`config.mk`:
```
export PLATFORM = sky130hd
export DESIGN_NAME = mac_acc_stream
export DESIGN_NICKNAME = d
export VERILOG_FILES = /design/src/rtl/mac_acc_stream.sv
export SDC_FILE = /design/constraint.sdc
export NUM_CORES = 1
export LEC_CHECK = 0
export ABC_AREA = 1
export CELL_PAD_IN_SITES_DETAIL_PLACEMENT = 1
export CELL_PAD_IN_SITES_GLOBAL_PLACEMENT = 1
export CORE_MARGIN = 10
export CORE_UTILIZATION = 48
export CTS_CLUSTER_SIZE = 24
export DETAILED_ROUTE_END_ITERATION = 8
export DONT_BUFFER_PORTS = 1
export GPL_TIMING_DRIVEN = 0
export PLACE_DENSITY_LB_ADDON = 0.1
export SLEW_MARGIN = 20
export SYNTH_ARGS = -nofsm -noshare
export SYNTH_HDL_FRONTEND = slang
export SYNTH_SLANG_ARGS = --single-unit
```
`constraint.sdc`:
```
create_clock -name MAC_ACC_CLK -period 6.2 [get_ports MAC_ACC_CLK]
set_input_delay 0.93 -clock MAC_ACC_CLK [delete_from_list [all_inputs] [get_ports MAC_ACC_CLK]]
set_output_delay 0.93 -clock MAC_ACC_CLK [all_outputs]
set_load 0.01 [all_outputs]
```
`src/rtl/mac_acc_stream.sv`:
```
// Pipelined multiply-accumulate with valid/ready streaming, per-frame result dump,
// and registered rounding / shift / saturation of the frame sum.
module mac_acc_stream #(
    parameter int unsigned DATA_W  = 8,
    parameter int unsigned ACC_W   = 2*(DATA_W+DATA_W/2),
    parameter int unsigned OUT_W   = DATA_W,
    parameter int unsigned SHIFT_W = 6,
    parameter int unsigned CNT_W   = 8
) (
    input  logic               MAC_ACC_CLK,
    input  logic               acc_ff_rstn,
    input  logic               EFPGA_MATHB_CLK_EN,
    input  logic               flush,
    input  logic               in_valid,
    output logic               in_ready,
    input  logic [DATA_W-1:0]  in_oper,
    input  logic [DATA_W-1:0]  in_coef,
    input  logic [CNT_W-1:0]   cfg_len,
    input  logic [SHIFT_W-1:0] cfg_shift,
    input  logic               cfg_tc,
    input  logic               cfg_rnd,
    input  logic               cfg_sat,
    output logic               out_valid,
    input  logic               out_ready,
    output logic [OUT_W-1:0]   out_data,
    output logic               out_sat,
    output logic               busy
);

    localparam int unsigned PW   = 2*DATA_W;
    localparam int unsigned SMAX = ACC_W - OUT_W;

    logic adv;
    logic accept;

    // beat counter and frame config held from the first beat
    logic [CNT_W-1:0]   cnt;
    logic [CNT_W-1:0]   len_q;
    logic [SHIFT_W-1:0] shift_q;
    logic               tc_q, rnd_q, sat_q;
    logic               first_beat;
    logic               last_beat;
    logic [CNT_W-1:0]   len_cur;

    // S1
    logic               s1_valid, s1_first, s1_last;
    logic [DATA_W-1:0]  s1_a, s1_b;
    logic [SHIFT_W-1:0] s1_shift;
    logic               s1_tc, s1_rnd, s1_sat;

    // S2
    logic               s2_valid, s2_first, s2_last;
    logic [ACC_W-1:0]   s2_prod;
    logic [SHIFT_W-1:0] s2_shift;
    logic               s2_tc, s2_rnd, s2_sat;

    // S3
    logic [ACC_W-1:0]   acc;

    logic signed [PW-1:0] prod_s;
    logic [PW-1:0]        prod_u;
    logic [ACC_W-1:0]     prod_ext;

    logic [31:0]             sh_c;
    logic [ACC_W-1:0]        seed;
    logic [ACC_W-1:0]        sum;
    logic [ACC_W-1:0]        hi_u;
    logic signed [ACC_W-1:0] hi_s;
    logic                    ovf;
    logic                    sat_hit;
    logic [OUT_W-1:0]        win;
    logic [OUT_W-1:0]        satval;
    logic [OUT_W-1:0]        fmt;

    assign adv      = EFPGA_MATHB_CLK_EN & (~out_valid | out_ready);
    assign in_ready = adv & ~flush;
    assign accept   = in_valid & in_ready;
    assign busy     = (cnt != '0) | s1_valid | s2_valid | out_valid;

    assign first_beat = (cnt == '0);
    assign len_cur    = first_beat ? cfg_len : len_q;
    assign last_beat  = (len_cur == '0) ? 1'b1 : (cnt == len_cur - CNT_W'(1));

    always_ff @(posedge MAC_ACC_CLK or negedge acc_ff_rstn) begin
        if (!acc_ff_rstn) begin
            cnt      <= '0;
            len_q    <= '0;
            shift_q  <= '0;
            tc_q     <= 1'b0;
            rnd_q    <= 1'b0;
            sat_q    <= 1'b0;
            s1_valid <= 1'b0;
            s1_first <= 1'b0;
            s1_last  <= 1'b0;
            s1_a     <= '0;
            s1_b     <= '0;
            s1_shift <= '0;
            s1_tc    <= 1'b0;
            s1_rnd   <= 1'b0;
            s1_sat   <= 1'b0;
        end else if (flush) begin
            cnt      <= '0;
            s1_valid <= 1'b0;
        end else if (adv) begin
            s1_valid <= accept;
            if (accept) begin
                cnt      <= last_beat ? '0 : cnt + CNT_W'(1);
                s1_a     <= in_oper;
                s1_b     <= in_coef;
                s1_first <= first_beat;
                s1_last  <= last_beat;
                s1_shift <= first_beat ? cfg_shift : shift_q;
                s1_tc    <= first_beat ? cfg_tc    : tc_q;
                s1_rnd   <= first_beat ? cfg_rnd   : rnd_q;
                s1_sat   <= first_beat ? cfg_sat   : sat_q;
                if (first_beat) begin
                    len_q   <= cfg_len;
                    shift_q <= cfg_shift;
                    tc_q    <= cfg_tc;
                    rnd_q   <= cfg_rnd;
                    sat_q   <= cfg_sat;
                end
            end
        end
    end

    // size casts of the signed product sign-extend; unsigned ones zero-extend
    assign prod_s   = PW'($signed(s1_a)) * PW'($signed(s1_b));
    assign prod_u   = PW'(s1_a) * PW'(s1_b);
    assign prod_ext = s1_tc ? ACC_W'(prod_s) : ACC_W'(prod_u);

    always_ff @(posedge MAC_ACC_CLK or negedge acc_ff_rstn) begin
        if (!acc_ff_rstn) begin
            s2_valid <= 1'b0;
            s2_first <= 1'b0;
            s2_last  <= 1'b0;
            s2_prod  <= '0;
            s2_shift <= '0;
            s2_tc    <= 1'b0;
            s2_rnd   <= 1'b0;
            s2_sat   <= 1'b0;
        end else if (flush) begin
            s2_valid <= 1'b0;
        end else if (adv) begin
            s2_valid <= s1_valid;
            s2_first <= s1_first;
            s2_last  <= s1_last;
            s2_prod  <= prod_ext;
            s2_shift <= s1_shift;
            s2_tc    <= s1_tc;
            s2_rnd   <= s1_rnd;
            s2_sat   <= s1_sat;
        end
    end

    always_comb begin
        sh_c = 32'(s2_shift);
        if (sh_c > SMAX) sh_c = SMAX;
        seed = (s2_rnd && sh_c != 0) ? (ACC_W'(1) << (sh_c - 1)) : '0;
        sum  = (s2_first ? seed : acc) + s2_prod;
        win  = OUT_W'(sum >> sh_c);
        // bits above the output window must be zero (unsigned) or copies of the window MSB (signed)
        hi_u = sum >> (sh_c + OUT_W);
        hi_s = $signed(sum) >>> (sh_c + OUT_W - 1);
        if (s2_tc) begin
            ovf    = !((hi_s == '0) || (hi_s == '1));
            satval = sum[ACC_W-1] ? {1'b1, {(OUT_W-1){1'b0}}} : {1'b0, {(OUT_W-1){1'b1}}};
        end else begin
            ovf    = (hi_u != '0);
            satval = '1;
        end
        sat_hit = s2_sat & ovf;
        fmt     = sat_hit ? satval : win;
    end

    always_ff @(posedge MAC_ACC_CLK or negedge acc_ff_rstn) begin
        if (!acc_ff_rstn) begin
            acc       <= '0;
            out_valid <= 1'b0;
            out_data  <= '0;
            out_sat   <= 1'b0;
        end else if (flush) begin
            acc       <= '0;
            out_valid <= 1'b0;
            out_sat   <= 1'b0;
        end else if (adv) begin
            out_valid <= s2_valid & s2_last;
            if (s2_valid) begin
                acc <= sum;
                if (s2_last) begin
                    out_data <= fmt;
                    out_sat  <= sat_hit;
                end
            end
        end
    end

endmodule

```
Word-level counts from Yosys, hierarchy flattened
Cells that the tools add are included.
{"block": "word_totals", "register_bits": 114, "inputBits": 39, "output_inout_bits": 12, "wordCells": 100}
{"block": "classes", "n_addsub": 6, "mul": 2, "n_lt_le_gt_ge": 1, "n_eq_ne": 2, "n_shift": 4, "n_mux": 31, "bitwise_logic": 11, "reduce_logical": 20}
{"op": "two-way mux 24 bit", "n": 6}
{"op": "two-way mux 8 bit", "n": 8}
{"op": "subtractor 32 x 1 -> 32 bit (second input constant)", "n": 2}
{"op": "adder 32 x 4 -> 32 bit (second input constant)", "n": 1}
{"op": "multiplier 8 x 8 -> 16 bit", "n": 2}
{"op": "nonzero test 32 bit", "n": 1}
{"op": "left shift 1 x 32 -> 24 bit (first input constant)", "n": 1}
{"op": ">> shifter 24 x 32 -> 24 bit", "n": 1}
{"op": ">> shifter 24 x 32 -> 8 bit", "n": 1}
{"op": ">>> shifter 24 x 32 -> 24 bit", "n": 1}
{"op": "adder 24 bit", "n": 1}
{"op": "equality test 24 bit (second input constant)", "n": 1}
{"op": "logical NOT 24 bit", "n": 1}
{"op": "nonzero test 24 bit", "n": 1}
{"op": "logical NOT 8 bit", "n": 2}
{"op": "two-way mux 1 bit", "n": 15}
{"op": "two-way mux 6 bit", "n": 2}
{"op": "adder 8 x 1 -> 8 bit (second input constant)", "n": 1}
{"op": "equality test 8 bit", "n": 1}
{"op": "AND reduction 4 bit", "n": 2}
{"op": "nonzero test 2 bit", "n": 4}
{"op": "nonzero test 8 bit", "n": 1}
{"op": "subtractor 8 x 1 -> 8 bit (second input constant)", "n": 1}
{"op": "> comparator 6 x 5 -> 1 bit (second input constant)", "n": 1}
{"op": "8 further kinds", "n": 19}

Longest topological paths before layout
Gate-level depths: netlist of the first run.
{"block": "logic_depth", "word_depth": 17, "ltp_mapped": 48, "depth_no_buf": 47}

Worst setup path after synthesis of the first run
No wires, ideal clock.
{"block": "synth_path", "kind": "reg-to-reg", "start": "register s2_shift[5]", "end": "register out_data[0]", "setup_time_ns": 0.065, "arrival_time_ns": 5.664, "t_required_ns": 6.135, "setup_slack_ns": 0.472, "stages_incl_launch_ff": 43, "n_path_buf": 4, "period_less_slack_ns": 5.728, "cell_sequence": "dfrtp_1 > nor2_4 > inv_4 > nand2_2 > nand2_1 > clkbuf_1 > clkbuf_1 > ha_1 > clkbuf_1 > inv_1 > buf_1 > nor4_1 > nand3_1 > o22ai_1 > inv_1 > fa_1 > nand3b_1 > nand2_1 > (+7 left out) > nand3_1 > and2_1 > nand2_1 > nand2_1 > o21ai_0 > nand3_1 > nand2_1 > nand3_1 > nor2_1 > nand3_1 > nand2_1 > nand2_1 > nand2_1 > a21oi_2 > nand3_2 > nand2_1 > nand2_1 > nand2_1"}
{"block": "synth_between", "elab_chain_cells": 14, "word_cells_on_any_way": 24, "classes_between": "add/sub (4); order compare (1); eq/ne (1); shift (4); mux (7); bitwise (1); reduce/logical (6)"}
{"element": "start, declared", "line_no": "54", "source": "logic [SHIFT_W-1:0] s2_shift;"}
{"element": "start signal, assigned", "line_no": "149", "source": "s2_shift <= s1_shift;"}
{"element": "> comparator 6 x 5 -> 1 bit", "line_no": "158", "source": "if (sh_c > SMAX) sh_c = SMAX;"}
{"element": "two-way mux 6 bit *", "line_no": "158"}
{"element": "subtractor 32 x 1 -> 32 bit / nonzero test 32 bit (equally long branches)", "line_no": "159", "source": "seed = (s2_rnd && sh_c != 0) ? (ACC_W'(1) << (sh_c - 1)) : '0;"}
{"element": "left shift 1 x 32 -> 24 bit / logical AND 1 bit (equally long branches)", "line_no": "159"}
{"element": "two-way mux 24 bit", "line_no": "159"}
{"element": "two-way mux 24 bit", "line_no": "160", "source": "sum = (s2_first ? seed : acc) + s2_prod;"}
{"element": "adder 24 bit", "line_no": "160"}
{"element": ">>> shifter 24 x 32 -> 24 bit", "line_no": "164", "source": "hi_s = $signed(sum) >>> (sh_c + OUT_W - 1);"}
{"element": "equality test 24 bit / logical NOT 24 bit (equally long branches)", "line_no": "166", "source": "ovf = !((hi_s == '0) || (hi_s == '1));"}
{"element": "logical OR 1 bit", "line_no": "166"}
{"element": "logical NOT 1 bit", "line_no": "166"}
{"element": "two-way mux 1 bit", "line_no": "165", "source": "if (s2_tc) begin"}
{"element": "AND 1 bit", "line_no": "172", "source": "sat_hit = s2_sat & ovf;"}
{"element": "two-way mux 8 bit *", "line_no": "173", "source": "fmt = sat_hit ? satval : win;"}
{"element": "end signal, assigned", "line_no": "191", "source": "out_data <= fmt;"}
{"element": "end, declared", "line_no": "25", "source": "output logic [OUT_W-1:0] out_data,"}
Mark *: on every way between the ends. The rest lies on a longest branch, timed or not.
A chain may end at the register's enable or synchronous reset.

Worst setup path in the final report of the first run
{"block": "layout_path", "start": "register s2_shift[1]", "end": "register out_data[5]"}
Same word-level chain as after synthesis.

==> results of run 1 <==
[state kept, by name, indices dropped and copies added (netlist names), 6 cells and up]
signal and cells:
acc 24, s1_b 8, cnt 8, out_data 8, s2_prod 17, s2_shift 6, s1_a 8, len_q 8
s1_shift 6
[metal layers]
metal	vias to the layer above	share of wire, %
met4	0	6.7
li1	6462	-
met3	260	5.5
met5	-	0
met2	572	50
met1	7171	37
[per-stage QoR]
step	setup slack, ns	instances
6_report	-0.195	2396
5_1_grt	-0.589	2395
3_5_place_dp	-1.61	2300
4_1_cts	0.00165	2336
2_1_floorplan	0.472	1959
3_3_place_gp	-1.49	2300
[power groups by stage]
stage	sequential, mW	combinational [mW]	clock, mW
after global placement	0.962	4.54	0
after detailed placement	0.970	4.76	0
after floorplan	0.919	3.48	0
after CTS	0.961	5.01	0.633
after global routing	1.00	6.76	0.671
final	0.990	6.22	0.639
[synth_stat cells, types with 5 or more instances]
cell                       instances
sky130_fd_sc_hd__nand2_1         553
sky130_fd_sc_hd__inv_1           302
sky130_fd_sc_hd__nand3_1         230
sky130_fd_sc_hd__nor2_1          123
sky130_fd_sc_hd__dfrtp_1         107
sky130_fd_sc_hd__o21ai_0          99
sky130_fd_sc_hd__ha_1             94
sky130_fd_sc_hd__fa_1             86
sky130_fd_sc_hd__a21oi_1          56
sky130_fd_sc_hd__clkbuf_1         50
sky130_fd_sc_hd__o22ai_1          50
sky130_fd_sc_hd__xor2_1           24
sky130_fd_sc_hd__buf_1            14
sky130_fd_sc_hd__nand4_1          11
sky130_fd_sc_hd__inv_2            10
sky130_fd_sc_hd__nand3_2          10
sky130_fd_sc_hd__xnor2_1          10
sky130_fd_sc_hd__nor3_1            9
sky130_fd_sc_hd__buf_2             7
sky130_fd_sc_hd__mux2_2            7
sky130_fd_sc_hd__nand2_2           7
sky130_fd_sc_hd__nor4_1            7
sky130_fd_sc_hd__o21a_1            7
sky130_fd_sc_hd__or2_2             7
sky130_fd_sc_hd__o32ai_1           6
sky130_fd_sc_hd__a21o_1            5
sky130_fd_sc_hd__a31oi_1           5
sky130_fd_sc_hd__and2_1            5
sky130_fd_sc_hd__mux2i_1           5
sky130_fd_sc_hd__o211ai_1          5
sky130_fd_sc_hd__o21ai_1           5
sky130_fd_sc_hd__o31ai_1           5
[cell usage in the layout, fill, tap and decap left out, types with 34 or more instances in the layout]
cell,synthesis,final
sky130_fd_sc_hd__nor2_1,123,107
sky130_fd_sc_hd__o21ai_0,99,84
sky130_fd_sc_hd__nand2_1,553,484
sky130_fd_sc_hd__ha_1,94,78
sky130_fd_sc_hd__clkbuf_1,50,38
sky130_fd_sc_hd__buf_4,3,73
sky130_fd_sc_hd__nand3_2,10,78
sky130_fd_sc_hd__a21oi_1,56,45
sky130_fd_sc_hd__dfrtp_1,107,103
sky130_fd_sc_hd__nand3_1,230,147
sky130_fd_sc_hd__nand2_2,7,63
sky130_fd_sc_hd__inv_1,302,288
sky130_fd_sc_hd__fa_1,86,85
sky130_fd_sc_hd__o22ai_1,50,34
[logic make-up after synthesis]
logic type               share of synthesized area, %
AO/OA/AOI/OAI                                    11.4
buffers and inverters                            11.5
multiplexers                                    0.978
flip-flops                                       20.3
AND/OR/NAND/NOR                                  31.6
adder cells (fa/ha/maj)                          22.0
XOR/XNOR                                         2.26
other                                          0.0285
[what timing repair did]
item / 4_1_cts / 5_1_grt
resized for setup: 84 / 308
cloned: 0 / 5
setup buffers: 22 / 56
endpoints found under the hold margin: 0 / 0
endpoints found under the setup margin: 9 / 12
pin swaps: 18 / 116
[how the worst max path moves through the flow]
stage / startpoint / end / cells after the start
after floorplan: s2_shift[5] / out_data[0] / 42
after global placement: s2_shift[5] / out_data[0] / 43
after detailed placement: s2_shift[3] / out_data[0] / 44
after CTS: s2_shift[3] / out_data[0] / 44
after global routing: s2_shift[1] / out_data[4] / 44
final: s2_shift[1] / out_data[5] / 46
[area by class of cell]
cell class              count  share of cell area, %
clock inverters             7                  0.532
flip-flops and latches    107                   16.5
plain buffers              71                   2.57
diodes                      2                 0.0308
repair buffers             81                   4.24
well taps                 341                   2.63
multi-input cells        1461                   64.5
clock buffers               9                   1.39
inverters                 317                   7.55
[worst max-delay path, delay by kind of cell (launching register included)]
family / cells / cell delay, ns
adder cells (fa/ha/maj): 3 / 0.84
buffers and inverters: 8 / 0.95
flip-flops: 1 / 0.46
XOR/XNOR: 1 / 0.30
AND/OR/NAND/NOR: 32 / 3.51
AO/OA/AOI/OAI: 2 / 0.25
==> results.cfg, run 1 <==
[outcome]
run_status = complete, but fails checks
failed_checks = negative setup slack

[detailed_routing]
dr.first_iter.drc_count = 1056
avgViaCountPerCell = 6.04
first_pass_iters = 5
antenna_violating_nets_post_route = 0
drc_violations_left = 0
route.detailed.wl_per_inst_um = 23.0
via_count = 14465
routed_wirelength_mm = 55.0

[cts]
clk_path_buf_depth = 2
tritoncts_clock_tree = done
cts.hold.buffers_added = 0
cts_buffers = 9
clock_tree.htree_level_count = 3
cts.reportedPaths.clkPinSlew_ns = 0.10
clock_latency_ns = 0.39
clock_tree.root_cell = sky130_fd_sc_hd__clkbuf_16
clock_sink_count = 107

[timing]
fin_hold_ws_ns = 0.224
finalClockSkew_ns = 0.0264
setup_ws_ns = -0.195
worst-slew-pin-transition_ns = 1.25
setup_total_negative_slack_ns = -1.59
layout_min_cycle_time_ns = 6.40
slew-limit-headroom_pct = 16.3
grt_setup_unrepaired = yes
timing_hold_violations_final = 0
max_clock_freq_mhz = 156
setup-violations-final = 9
finalCritPeriodShare_pct = 103
max_slew_violation_count = 0

[final_layout]
layout.nets = 2267
multi_input_area_um2 = 10500
fillCellCount = 3507
post-route-cell-area_um2 = 16200
post-route-util_pct = 60.2
final_layout_size_suffix_gt1_share_pct = 20.9
final-seq-area_um2 = 2680
layout-area-overhead-vs-synth_pct = 23.2

[global_route]
grt_util_met1_pct = 31.1
grt.total_usage_pct = 27.5
grt-ovfl-total = 0
use_met2_pct = 50.1
maximum_number_of_pins_on_one_net_before_global_route_repair = 108
grt_antenna_before_repair = 2
globalRoute.busiestLayer = met2
gr-usage-met3_pct = 3.41
grt_pass1_vias = 14634
grt_first_pass_wirelength_mm = 75.7

[synth]
post-synth-top-area-cell = sky130_fd_sc_hd__dfrtp_1
synth.yosys.warnings = 0
synth_top_area_share_pct = 20.3
yosys_most_used_dff = sky130_fd_sc_hd__dfrtp_1
synth_seq_cells = 107
yosys-top-cells-area = sky130_fd_sc_hd__dfrtp_1, sky130_fd_sc_hd__nand2_1, sky130_fd_sc_hd__fa_1
post_synth.cell_area_avg_um2 = 6.73
synth.distinct_cells = 53
synth_seq_area_share_pct = 20.3
synth_enable_flop_cells = 0
synthCells = 1958
syn_area_um2 = 13200
async_reset_ff_share_pct = 100

[critical_path]
reg2reg_setup_slack_ns = -0.20
critical_path.max_fanout = 10
worst_r2r_endpoint = out_data[5]
crit_path_top_delay_cell = sky130_fd_sc_hd__dfrtp_2
critical_path.reg2reg.startpoint = s2_shift[1]
critical_path_required_ns = 6.52
worst-setup-path-type = reg2reg
critPathMaxStageDelay_ns = 0.46
worst_r2r_path_depth = 46
cp-end-kind = flop
critPathArrivalTime_ns = 6.72
cp_common_cell = sky130_fd_sc_hd__nand2_1
worstSetupStartpointType = flop

[job]
maxCapViolations = 0

[pwr]
total_switching_power_mw = 4.57
sequentialPowerShare_pct = 12.6
comb_power_share_pct = 79.2
netSwitchingFraction_pct = 58.2
post-layout-total-power_mw = 7.85
clock_power_share_pct = 8.1
total_leakage_power_nw = 8.42
vdd_ir_drop_max_v = 0.000168
power_per_cell_area_nw_per_um2 = 483
p_int_mw = 3.28

[floorplanning]
die_width_um = 186
rows = 60
die_h_um = 186
floorplan.initialDensity_pct = 48.9
die_area_um2 = 34500
pin_count = 51
coreArea_um2 = 27000

[placed_design]
post_dp_cell_area_um2 = 13600
dp_hpwl_mm = 37.0
gp_routability_congestion = 0.976
port_buffers = 0

[hold_path]
worst_hold_path_type = in2async
(Power assumes the default switching activity.)
==> run 2, diff against run 1 <==
--- a/config.mk
+++ b/config.mk
@@ -10,10 +10,8 @@
 export CELL_PAD_IN_SITES_GLOBAL_PLACEMENT = 1
 export CORE_MARGIN = 10
 export CORE_UTILIZATION = 48
-export CTS_CLUSTER_SIZE = 24
 export DETAILED_ROUTE_END_ITERATION = 8
 export DONT_BUFFER_PORTS = 1
-export GPL_TIMING_DRIVEN = 0
 export PLACE_DENSITY_LB_ADDON = 0.1
 export SLEW_MARGIN = 20
 export SYNTH_ARGS = -nofsm -noshare
==> run 2 against run 1 <==
  * The flow now finishes without violations
  * Fmax is 8.9% higher
  * Sequential power is 4% higher
  * Worst setup slack better by 0.52 ns
  * Register-to-register slack better by 0.52 ns
  * Power is 15% lower
  * Global-route usage is 1.6 points lower
  * Sequential share of layout area is 2.0 points higher
  * Core utilization is 6.7 points lower
  * Cell area is 11% lower
  * Clock skew is 0.0032 ns lower
  * Flip-flop and latch count stayed put
  * Non-clock buffer count is 106 lower
  * Critical path type unchanged
  * Critical endpoint is now out_sat
  * Largest cell class unchanged
==> results.cfg, run 2 (synthesis gave the netlist of run 1 again) <==
[global_route]
grt.total_usage_pct = 25.9
grt_pass1_vias = 13799
grt-ovfl-total = 0
maximum_number_of_pins_on_one_net_before_global_route_repair = 108
grt_first_pass_wirelength_mm = 71.4
grt_antenna_before_repair = 0

[detailed_routing]
drc_violations_left = 0
routed_wirelength_mm = 44.7
first_pass_iters = 4
antenna_violating_nets_post_route = 0
via_count = 13011
dr.first_iter.drc_count = 673
avgViaCountPerCell = 5.69
route.detailed.wl_per_inst_um = 19.5

[cts]
clock_sink_count = 107
clock_tree.htree_level_count = 3
cts_buffers = 9
cts.reportedPaths.clkPinSlew_ns = 0.09
clock_latency_ns = 0.38
clk_path_buf_depth = 2
clock_tree.root_cell = sky130_fd_sc_hd__clkbuf_16
tritoncts_clock_tree = done

[final_layout]
layout-area-overhead-vs-synth_pct = 9.53
final-seq-area_um2 = 2680
final_layout_size_suffix_gt1_share_pct = 9.76
largest_registers = acc: 24 flops, s2_prod: 17 flops
fillCellCount = 3570
largest_reg_flops = 24
antennaDiodeCount = 0
top_register = acc
most-common-layout-cells = sky130_fd_sc_hd__nand2_1, sky130_fd_sc_hd__inv_1, sky130_fd_sc_hd__nand3_1
mostFrequentLayoutCell = sky130_fd_sc_hd__nand2_1
layout.nets = 2160
multi_input_area_um2 = 9420

[pwr]
total_leakage_power_nw = 7.82
power_per_cell_area_nw_per_um2 = 460
vdd_ir_drop_max_v = 0.000190

[critical_path]
critPathTopFamily = simple AND/OR/NAND/NOR gates
critical_path.max_fanout = 9
critical_path.n_buffers_inverters = 5
critPathArrivalTime_ns = 6.12
crit_path_top_delay_cell = sky130_fd_sc_hd__dfrtp_1
cp_common_cell = sky130_fd_sc_hd__nand2_1
cp-end-kind = flop
critPathMaxStageDelay_ns = 0.44
worst-setup-path-type = reg2reg
worstSetupStartpointType = flop
critical_path_required_ns = 6.45

[timing]
finalClockSkew_ns = 0.0232
setup-violations-final = 0
layout_min_cycle_time_ns = 5.87
slew-limit-headroom_pct = 28.9
timing_hold_violations_final = 0
worst-slew-pin-transition_ns = 1.06
finalCritPeriodShare_pct = 94.7
setup_total_negative_slack_ns = 0
setup_ws_ns = 0.326
max_slew_violation_count = 0
max_clock_freq_mhz = 170

[floorplanning]
die_h_um = 186
coreArea_um2 = 27000
die_width_um = 186
die_area_um2 = 34500
pin_count = 51
floorplan.initialDensity_pct = 48.9
rows = 60

[placed_design]
dp_hpwl_mm = 35.4
port_buffers = 0
place_worst_setup_slack_ns = -0.147
gp_routability_congestion = 0.952

[job]
maxCapViolations = 0

[outcome]
run_status = complete, no violations

[hold_path]
worst_hold_path_type = in2async
-- run 2: cell count changes in the layout (fill, tap and decap cells not counted), moves of 10 or more --
cell,delta
sky130_fd_sc_hd__clkbuf_1,-38
sky130_fd_sc_hd__nand3_1,+65
sky130_fd_sc_hd__nand3_2,-53
sky130_fd_sc_hd__nand2_4,-11
sky130_fd_sc_hd__nand3_4,-12
sky130_fd_sc_hd__nor2_1,+10
sky130_fd_sc_hd__nand2_2,-45
sky130_fd_sc_hd__nand2_1,+56
sky130_fd_sc_hd__inv_1,+12
sky130_fd_sc_hd__buf_4,-33
-- run 2: stage by stage --
step	utilization [%]	cells	area [µm²]	power [mW]	hold slack [ns]
after global placement	50.2	2252	13500	5.55	0.460
final	53.6	2287	14400	6.64	0.258
after global routing	53.6	2287	14400	7.34	0.252
after detailed placement	50.2	2252	13500	5.71	0.471
after floorplan	-	1959	13200	4.40	0.442
after CTS	51.4	2268	13800	6.39	0.246
-- run 2: report_power, final --
part	switching (mW)	internal (mW)	leakage [nW]
Sequential	0.199	0.832	1.38
Clock	0.330	0.292	0.147
Combinational	3.25	1.74	6.30
Total	3.78	2.86	7.82
-- run 2: cell type report --
class | instances | area share [%]
Inverter | 317 | 8.28
Sequential cell | 107 | 18.6
Clock inverter | 7 | 0.589
Timing Repair Buffer | 46 | 2.80
Clock buffer | 9 | 1.56
Multi-Input combinational cell | 1460 | 65.3
Tap cell | 341 | 2.96
-- run 2: worst paths after layout --
kind,from,end,slack [ns],depth (start not counted)
min in group MAC_ACC_CLK,len_q[7],len_q[7],0.49,2
max,s2_shift[5],out_sat,0.33,38
min,acc_ff_rstn,acc[20],0.26,0
min reg2reg,len_q[7],len_q[7],0.49,2
max in group asynchronous,acc_ff_rstn,s1_a[3],5.67,0
max reg2reg,s2_shift[5],out_sat,0.33,38
-- run 2: per-layer routing --
layer	share of wire [%]	vias to the layer above	GRT usage, %	routed length, µm
li1	-	6239	-	-
met1	42	6448	31.2	18600
met2	52	247	47.3	23200
met3	3.8	77	3.14	1680
met4	2.6	0	7.13	1150
met5	0	-	0	0
-- run 2: worst register-to-register path, delay by kind of cell, from the launching register on --
kind,cells,cell delay [ns]
xor gates and xnor gates,1,0.30
adders and majority gates,3,0.82
DFF,1,0.44
buffers and inverters,5,0.50
and+or+nand+nor,22,2.41
AOI/OAI and AO/OA,7,1.26
-- run 2: what timing repair did --
| action | 4_1_cts | 5_1_grt |
|---|---|---|
| cloned | 0 | 3 |
| resized for setup | 6 | 99 |
| endpoints found under the setup margin | 9 | 9 |
| hold buffers | 0 | 0 |
| setup buffers | 0 | 16 |
| pin swaps | 0 | 29 |
==> run 3, diff against run 2 <==
--- a/config.mk
+++ b/config.mk
@@ -13,6 +13,7 @@
 export DETAILED_ROUTE_END_ITERATION = 8
 export DONT_BUFFER_PORTS = 1
 export PLACE_DENSITY_LB_ADDON = 0.1
+export REMOVE_ABC_BUFFERS = 1
 export SLEW_MARGIN = 20
 export SYNTH_ARGS = -nofsm -noshare
 export SYNTH_HDL_FRONTEND = slang
==> run 3 against run 2 <==
  * Cell area increased by 0.43%
  * Final cell count unchanged
  * Via count increased by 0.97%
  * Highest routed layer unchanged
  * First-iteration DRC count increased by 25%
  * Global-route usage about the same
  * Sequential power about the same
  * Largest power group unchanged
  * Hold slack got worse by 0.0081 ns
  * Worst setup slack improved by 0.0038 ns
  * Power increased by 0.56%
  * Count of clock-buffer cells in the layout unchanged
  * Critical endpoint unchanged
==> results.cfg, run 3 (synthesis gave the netlist of run 1 again) <==
[outcome]
run_status = complete, no violations

[critical_path]
crit_path_top_delay_cell = sky130_fd_sc_hd__dfrtp_1
worst-setup-path-type = reg2reg
cp_common_cell = sky130_fd_sc_hd__nand2_1
worstSetupStartpointType = flop
cp-end-kind = flop
critPathMaxStageDelay_ns = 0.44
critical_path_required_ns = 6.49
critical_path.max_fanout = 9
critPathArrivalTime_ns = 6.16

[cts]
clock_tree.htree_level_count = 3
cts_buffers = 9
clock_latency_ns = 0.38
clock_tree.root_cell = sky130_fd_sc_hd__clkbuf_16
tritoncts_clock_tree = done
clk_path_buf_depth = 2
clock_sink_count = 107
cts.reportedPaths.clkPinSlew_ns = 0.08

[placed_design]
place_worst_setup_slack_ns = -0.109
dp_hpwl_mm = 35.3
port_buffers = 0
placed_cells_incl_taps = 2251
gp_routability_congestion = 0.971

[detailed_routing]
dr.first_iter.drc_count = 840
routed_wirelength_mm = 45.4
route.detailed.wl_per_inst_um = 19.9
antenna_violating_nets_post_route = 0
first_pass_iters = 5
avgViaCountPerCell = 5.74
via_count = 13137
drc_violations_left = 0

[pwr]
post-layout-total-power_mw = 6.68
netSwitchingFraction_pct = 57.4
power_per_cell_area_nw_per_um2 = 461
p_int_mw = 2.85
vdd_ir_drop_max_v = 0.000152
sequentialPowerShare_pct = 15.4
clock_power_share_pct = 9.3
total_switching_power_mw = 3.83
comb_power_share_pct = 75.3
total_leakage_power_nw = 7.83

[global_route]
maximum_number_of_pins_on_one_net_before_global_route_repair = 108
grt-ovfl-total = 0
grt_pass1_vias = 13785
grt_first_pass_wirelength_mm = 71.5
grt.total_usage_pct = 25.9
grt_antenna_before_repair = 1

[floorplanning]
die_width_um = 186
floorplan.initialDensity_pct = 48.9
die_area_um2 = 34500
die_h_um = 186
coreArea_um2 = 27000
rows = 60
pin_count = 51

[timing]
max_clock_freq_mhz = 170
setup_ws_ns = 0.330
slew-limit-headroom_pct = 37.4
setup-violations-final = 0
max_slew_violation_count = 0
finalCritPeriodShare_pct = 94.7
worst-slew-pin-transition_ns = 0.937
layout_min_cycle_time_ns = 5.87
timing_hold_violations_final = 0
finalClockSkew_ns = 0.0109

[final_layout]
largest_reg_flops = 24
final_layout_size_suffix_gt1_share_pct = 10.5
post_layout_nonfiller_instances = 2287
mostFrequentLayoutCell = sky130_fd_sc_hd__nand2_1
largest_registers = acc: 24 flops, s2_prod: 17 flops
top_register = acc
layout-area-overhead-vs-synth_pct = 10.0
most-common-layout-cells = sky130_fd_sc_hd__nand2_1, sky130_fd_sc_hd__inv_1, sky130_fd_sc_hd__nand3_1
layout.nets = 2158

[hold_path]
worst_hold_path_type = in2async

[job]
maxCapViolations = 0
run 3: changes by cell type in the layout (fill, tap and decap cells not counted), moves of 3 or more:
cell                      change
sky130_fd_sc_hd__nand3_2      +4
sky130_fd_sc_hd__o21ai_1      -6
sky130_fd_sc_hd__o21ai_0      +5
sky130_fd_sc_hd__inv_1        -3
sky130_fd_sc_hd__nand3_1      -6
sky130_fd_sc_hd__nand3_4      +5
sky130_fd_sc_hd__inv_2        +3
run 3: power groups by stage:
stage               clock network, mW  logic, mW  registers, mW
finish                          0.621       5.03           1.03
global route                    0.665       5.65           1.05
CTS                             0.637       4.74           1.02
detailed placement                  0       4.69           1.03
global placement                    0       4.51           1.03
floorplan                           0       3.36          0.959
run 3: repair_timing:
action | 4_1_cts | 5_1_grt
endpoints found under the hold margin | 0 | 0
setup endpoints to repair | 9 | 10
pin swaps | 0 | 25
gates cloned | 0 | 5
buffers inserted | 0 | 13
resized for setup | 3 | 119
hold buffers | 0 | 0
run 3: metal layers:
layer	track usage, %	up-vias	part of all wire, %
li1	-	6244	-
met1	31.5	6514	42
met2	46.8	285	51
met3	2.71	94	3.9
met4	8.13	0	2.9
met5	0	-	0
run 3: per-stage QoR:
| stage | util (%) | TNS, ns | area [µm²] | hold WS, ns |
|---|---|---|---|---|
| global placement | 50.1 | 0 | 13500 | 0.453 |
| floorplan | - | -0.710 | 12900 | 0.442 |
| global route | 53.8 | -0.610 | 14500 | 0.240 |
| CTS | 51.3 | 0 | 13800 | 0.245 |
| detailed placement | 50.1 | -0.711 | 13500 | 0.470 |
| finish | 53.8 | 0 | 14500 | 0.250 |
run 3: cell type report:
class | count | area, µm²
Sequential cell | 107 | 2680
Clock inverter | 7 | 83.8
Clock buffer | 9 | 225
Multi-Input combinational cell | 1464 | 9570
Tap cell | 341 | 427
Timing Repair Buffer | 40 | 308
Fill cell | 3594 | 12500
Inverter | 317 | 1190
Antenna cell | 2 | 5.00
run 3: final timing paths:
| check | startpoint | end | slack, ns | cells past startpoint |
|---|---|---|---|---|
| max in group asynchronous | acc_ff_rstn | s1_b[1] | 5.71 | 0 |
| max | s2_shift[5] | out_sat | 0.33 | 43 |
| min reg2reg | len_q[6] | len_q[6] | 0.49 | 2 |
| min | acc_ff_rstn | acc[20] | 0.25 | 0 |
| min in group MAC_ACC_CLK | len_q[6] | len_q[6] | 0.49 | 2 |
| max reg2reg | s2_shift[5] | out_sat | 0.33 | 43 |
run 3: critical path: cells and delay by family, from the launching register on:
kind / cells / cell delay, ns
xor+xnor: 1 / 0.19
compound gates: 7 / 1.07
simple gates: 25 / 2.55
fa+ha+maj: 3 / 0.72
buf+inv: 7 / 0.80
flops: 1 / 0.44
